==> src/rtl/tt_ternary_pkg.sv <==
// Shared ternary-weight definitions: trit encodings, packing limits, unpacker states.
package tt_ternary_pkg;

  localparam logic [1:0] TRIT_ZERO = 2'b00;
  localparam logic [1:0] TRIT_POS  = 2'b01;
  localparam logic [1:0] TRIT_NEG  = 2'b11;

  // Largest byte that encodes five base-3 digits (22222 in base 3).
  localparam logic [7:0] PACK_MAX       = 8'd242;
  localparam int         TRITS_PER_BYTE = 5;

  typedef enum logic [1:0] {IDLE, FETCH, EMIT, DONE} state_e;

  // Base-3 digit to signed 2-bit weight.
  function automatic logic [1:0] trit_enc(input logic [1:0] dig);
    case (dig)
      2'd1:    trit_enc = TRIT_POS;
      2'd2:    trit_enc = TRIT_NEG;
      default: trit_enc = TRIT_ZERO;
    endcase
  endfunction

endpackage

==> src/rtl/tt_um_divmod3.sv <==
// Combinational 8-bit divide-by-3; residues fed here are always below 243,
// and even 255/3 fits the 7-bit quotient.
module tt_um_divmod3 (
  input  logic [7:0] a,
  output logic [6:0] q,
  output logic [1:0] r
);

  logic [7:0] quo_full;
  logic [7:0] rem_full;

  assign quo_full = a / 8'd3;
  assign rem_full = a % 8'd3;
  assign q        = quo_full[6:0];
  assign r        = rem_full[1:0];

endmodule

==> src/rtl/tt_um_trit_unpack.sv <==
// Unpacks base-3 packed bytes (5 trits/byte) into a stream of signed 2-bit
// weights with flat indices. One trit is peeled off per accepted weight.
module tt_um_trit_unpack
  import tt_ternary_pkg::*;
#(
  parameter  int MAX_IN_LEN  = 16,
  parameter  int MAX_OUT_LEN = 8,
  localparam int NUM_W       = MAX_IN_LEN * MAX_OUT_LEN,
  localparam int IDX_W       = $clog2(NUM_W)
) (
  input  logic             clk,
  input  logic             rst_n,
  input  logic             start,
  input  logic             abort,
  input  logic [IDX_W:0]   cfg_count,
  input  logic [7:0]       in_data,
  input  logic             in_valid,
  output logic             in_ready,
  output logic [1:0]       w_data,
  output logic             w_valid,
  input  logic             w_ready,
  output logic [IDX_W-1:0] w_index,
  output logic             done,
  output logic             err
);

  localparam logic [IDX_W:0] CNT_ONE  = (IDX_W+1)'(1);
  localparam logic [2:0]     DIG_LAST = 3'(TRITS_PER_BYTE - 1);

  state_e           state_q, state_d;
  logic [IDX_W:0]   cnt_q;
  logic [IDX_W-1:0] idx_q;
  logic [7:0]       res_q;
  logic [2:0]       dig_q;
  logic             err_q;
  logic [6:0]       quo;
  logic [1:0]       rem;
  logic             byte_ok;
  logic             last_w;

  tt_um_divmod3 u_div (
    .a (res_q),
    .q (quo),
    .r (rem)
  );

  assign byte_ok = (in_data <= PACK_MAX);
  assign last_w  = ({1'b0, idx_q} == (cnt_q - CNT_ONE));

  // State register.
  always_ff @(posedge clk or negedge rst_n) begin
    if (!rst_n) state_q <= IDLE;
    else        state_q <= state_d;
  end

  // Next state and handshake outputs; abort overrides everything and
  // suppresses handshakes so nothing is taken or offered in that cycle.
  always_comb begin
    state_d  = state_q;
    in_ready = 1'b0;
    w_valid  = 1'b0;
    unique case (state_q)
      IDLE, DONE: if (start) state_d = (cfg_count == '0) ? DONE : FETCH;
      FETCH: begin
        in_ready = 1'b1;
        if (in_valid && byte_ok) state_d = EMIT;
      end
      EMIT: begin
        w_valid = 1'b1;
        if (w_ready) begin
          if (last_w)                state_d = DONE;
          else if (dig_q == DIG_LAST) state_d = FETCH;
        end
      end
      default: state_d = IDLE;
    endcase
    if (abort) begin
      state_d  = IDLE;
      in_ready = 1'b0;
      w_valid  = 1'b0;
    end
  end

  // Datapath: count latch, byte residue, digit and index counters, sticky error.
  always_ff @(posedge clk or negedge rst_n) begin
    if (!rst_n) begin
      cnt_q <= '0;
      idx_q <= '0;
      res_q <= '0;
      dig_q <= '0;
      err_q <= 1'b0;
    end else if (abort) begin
      idx_q <= '0;
      err_q <= 1'b0;
    end else begin
      unique case (state_q)
        IDLE, DONE: if (start) begin
          cnt_q <= cfg_count;
          idx_q <= '0;
          err_q <= 1'b0;
        end
        FETCH: if (in_valid) begin
          if (byte_ok) begin
            res_q <= in_data;
            dig_q <= '0;
          end else begin
            err_q <= 1'b1;
          end
        end
        EMIT: if (w_ready) begin
          res_q <= {1'b0, quo};
          dig_q <= dig_q + 3'd1;
          idx_q <= idx_q + 1'b1;
        end
        default: ;
      endcase
    end
  end

  // w_data depends only on registered residue, never on w_ready.
  assign w_data  = (state_q == EMIT) ? trit_enc(rem) : TRIT_ZERO;
  assign w_index = idx_q;
  assign done    = (state_q == DONE);
  assign err     = err_q;

endmodule
==> config.mk <==
export PLATFORM = sky130hd
export DESIGN_NAME = tt_um_trit_unpack
export DESIGN_NICKNAME = d
export VERILOG_FILES = /design/src/rtl/tt_ternary_pkg.sv /design/src/rtl/tt_um_divmod3.sv /design/src/rtl/tt_um_trit_unpack.sv
export SDC_FILE = /design/constraint.sdc
export NUM_CORES = 1
export LEC_CHECK = 0
export BUFFER_PORTS_ARGS = -buffer_cell sky130_fd_sc_hd__buf_2
export CORE_ASPECT_RATIO = 0.9
export CORE_MARGIN = 2
export CORE_UTILIZATION = 25
export DETAILED_ROUTE_END_ITERATION = 8
export GPL_ROUTABILITY_DRIVEN = 0
export HOLD_SLACK_MARGIN = 0.1
export PLACE_DENSITY_LB_ADDON = 0.12
export SLEW_MARGIN = 20
export SYNTH_ARGS = -nofsm -noshare
export SYNTH_HDL_FRONTEND = slang
export SYNTH_SLANG_ARGS = --single-unit
==> constraint.sdc <==
create_clock -name clk -period 4.9 [get_ports clk]
set_clock_uncertainty 0.1 [all_clocks]
set_input_delay 0.735 -clock clk [delete_from_list [all_inputs] [get_ports clk]]
set_output_delay 0.735 -clock clk [all_outputs]
set_load 0.01 [all_outputs]
==> impl_metrics.json <==
{
  "dr.pass1.iters": 4,
  "setup_slack_ns": 0.291,
  "tightest_slew_ns": 0.685,
  "grt_antenna_before_repair": 0,
  "final-max-slew-violation-count": 0,
  "layout_common_cells": "buf_2 (34), dfrtp_1 (25), nand2_1 (23)",
  "regArea_sq_um": 733,
  "drc": 0,
  "outcome": "finished, final reports clean",
  "fin_area_sq_mm": 0.00272,
  "p_leak_nw": 1.18,
  "synthDistinctLibCells": 58,
  "dieArea_sq_mm": 0.0100,
  "drive_above_1_share": 0.233,
  "critical_path_required_ns": 4.07,
  "nets": 331,
  "clock_latency_ns": 0.28,
  "grt_overflow": 0,
  "synth_ff_type": "dfrtp_1",
  "cp-start-kind": "flip-flop",
  "post_drt_wl_per_cell_microns": 14.3,
  "final_hold_viol_count": 0,
  "multi_input_area_sq_mm": 0.00147,
  "relSlewSlack": 0.543,
  "placed_cell_area_sq_mm": 0.00259,
  "numCtsBuffers": 5,
  "hold_class": "primary input to asynchronous set/reset pin",
  "p_per_area_mw_per_mm2": 567,
  "drv_cap": 0,
  "r2r_setup_slack_ns": 1.61,
  "cts-root-buf": "clkbuf_8",
  "min_period_ns": 4.61,
  "first_iter_violations": 95,
  "ioPinCount": 35,
  "core-area_sq_mm": 0.00904,
  "synth_edf_count": 0,
  "grt_max_degree": 30,
  "power_mw": 1.54,
  "arrival_ns": 3.77,
  "seq_area_frac_synth": 0.315,
  "final_common_cell": "buf_2",
  "avgSynthCellArea_sq_um": 8.73,
  "syn2layout_area_growth_pct": 18.1,
  "fin_crit_sh": 0.941,
  "synthesis.area_sq_mm": 0.00230,
  "cp-end-kind": "output port",
  "cts.reportedPaths.clkPinSlew_ns": 0.07,
  "htree_levels": 2,
  "crit_fanout": 7,
  "ff2ff_path_depth": 12,
  "portBuffers": 34,
  "async_flop_share": 1.00,
  "grtUsageTotal": 0.124,
  "rows": 33,
  "via_per_inst": 4.96,
  "yosysTopAreaCell": "dfrtp_1",
  "cts_num_sinks": 29,
  "worstSetupPathType": "flip-flop to output port",
  "synth_top_area_frac": 0.315,
  "setup_violations": 0,
  "wl_microns": 6040,
  "clockBufferDepth": 2,
  "syn_nets": 296,
  "fp.dieW_microns": 105,
  "ys_ff_latch": 29,
  "max_freq_mhz": 217,
  "preCtsSetupSlack_ns": 0.360,
  "grt_pass1_vias": 2015,
  "routed-via-count": 2092,
  "synth_warnings": 0,
  "antenna_left": 0,
  "fill_cells": 958,
  "ir_drop_mv": 0.205,
  "synth_cells": 264,
  "grt_pass1_wl_microns": 9970,
  "die_y_microns": 95.1,
  "dp_hpwl_microns": 4460,
  "n_antenna_cell": 0,
  "start_util": 0.255,
  "tritoncts": "yes",
  "synthTopCellsByArea": "dfrtp_1 (31%), ha_1 (5.4%), mux2_2 (5.4%)"
}
==> critical path: stages (launching register included) <==
cell and delay [ns]:
dfrtp_1 0.46, inv_1 0.23, mux2_2 0.38, a2bb2oi_1 0.14, or2_1 0.31, ha_1 0.25, a311oi_2 0.26, xnor2_1 0.12
ha_1 0.19, a41oi_1 0.17, o211ai_1 0.19, mux2_2 0.31, ha_1 0.27, nor2b_1 0.09, buf_2 0.13
==> where the power goes <==
group | total [mW] | internal (mW) | switching (mW)
logic | 0.915 | 0.461 | 0.454
registers | 0.439 | 0.314 | 0.124
clock network | 0.190 | 0.101 | 0.0896
==> flip-flops by register name (all words and copies together), names as in the netlist <==
register	cells
cnt_q	8
w_index	7
state_q	2
err	1
dig_q	3
res_q	8
==> worst paths after layout <==
| kind | end | start |
|---|---|---|
| worst max-delay path | w_data[0] | res_q[2]$_DFFE_PN0P_ |
| worst min-delay path | err$_DFFE_PN0P_ | rst_n |
| worst max register to register | res_q[0]$_DFFE_PN0P_ | res_q[2]$_DFFE_PN0P_ |
| worst min register to register | dig_q[0]$_DFFE_PN0P_ | dig_q[0]$_DFFE_PN0P_ |
| max in group asynchronous | res_q[7]$_DFFE_PN0P_ | rst_n |
| min in group clk | dig_q[0]$_DFFE_PN0P_ | dig_q[0]$_DFFE_PN0P_ |
==> per-layer routing <==
layer  GRT usage  routed length (microns)  vias to the layer above
met5           0                        0                        -
met4      0.0367                       65                        0
met3      0.0219                      208                        6
met2       0.196                     2680                       39
met1       0.173                     3090                     1006
li1            -                        -                     1041
==> Yosys cell counts (3+ instances only) <==
| library cell | count |
|---|---|
| nor4_1 | 3 |
| nor3_1 | 4 |
| nand2b_1 | 8 |
| o211ai_1 | 3 |
| xor2_1 | 6 |
| mux2_2 | 11 |
| xnor2_1 | 9 |
| o21ai_0 | 22 |
| inv_1 | 12 |
| nor2_1 | 15 |
| nand3_1 | 9 |
| and3_1 | 4 |
| ha_1 | 10 |
| buf_4 | 4 |
| a21oi_1 | 13 |
| nor2b_1 | 5 |
| a31oi_1 | 5 |
| nor3b_1 | 5 |
| a22oi_1 | 3 |
| o31ai_1 | 6 |
| dfrtp_1 | 29 |
| clkbuf_1 | 8 |
| a22o_1 | 3 |
| nand2_1 | 23 |
==> cells by family (layout without fill, tap and decap cells) <==
| kind of cell | after synthesis | in the layout | synth area share |
|---|---|---|---|
| adder cells (fa/ha/maj) | 10 | 10 | 0.0543 |
| flip-flops | 29 | 29 | 0.315 |
| AND/OR/NAND/NOR | 92 | 92 | 0.219 |
| buffers and inverters | 26 | 62 | 0.0527 |
| XOR/XNOR | 16 | 16 | 0.0668 |
| AO/OA/AOI/OAI | 77 | 77 | 0.225 |
| multiplexers | 14 | 14 | 0.0673 |
==> timing repair <==
item                                    in CTS  in global routing
endpoints found under the setup margin       0                  2
setup buffers                                0                  3
gates resized for setup                      0                  7
hold buffers                                 0                  0
==> area by class of cell <==
type | count | area share
multi-input cells | 209 | 0.540
flip-flops and latches | 29 | 0.269
repair buffers | 42 | 0.0892
well taps | 122 | 0.0561
clock buffers | 8 | 0.0294
inverters | 12 | 0.0165
==> metrics by stage <==
| step | TNS [ns] | util | hold WS, ns | std cells |
|---|---|---|---|---|
| floorplan | 0 | - | 0.339 | 264 |
| global placement | 0 | 0.286 | 0.415 | 411 |
| detailed placement | 0 | 0.286 | 0.422 | 411 |
| CTS | 0 | 0.295 | 0.417 | 419 |
| global route | -0.00239 | 0.301 | 0.451 | 422 |
| finish | 0 | 0.301 | 0.390 | 422 |
(Power assumes the default switching activity.)
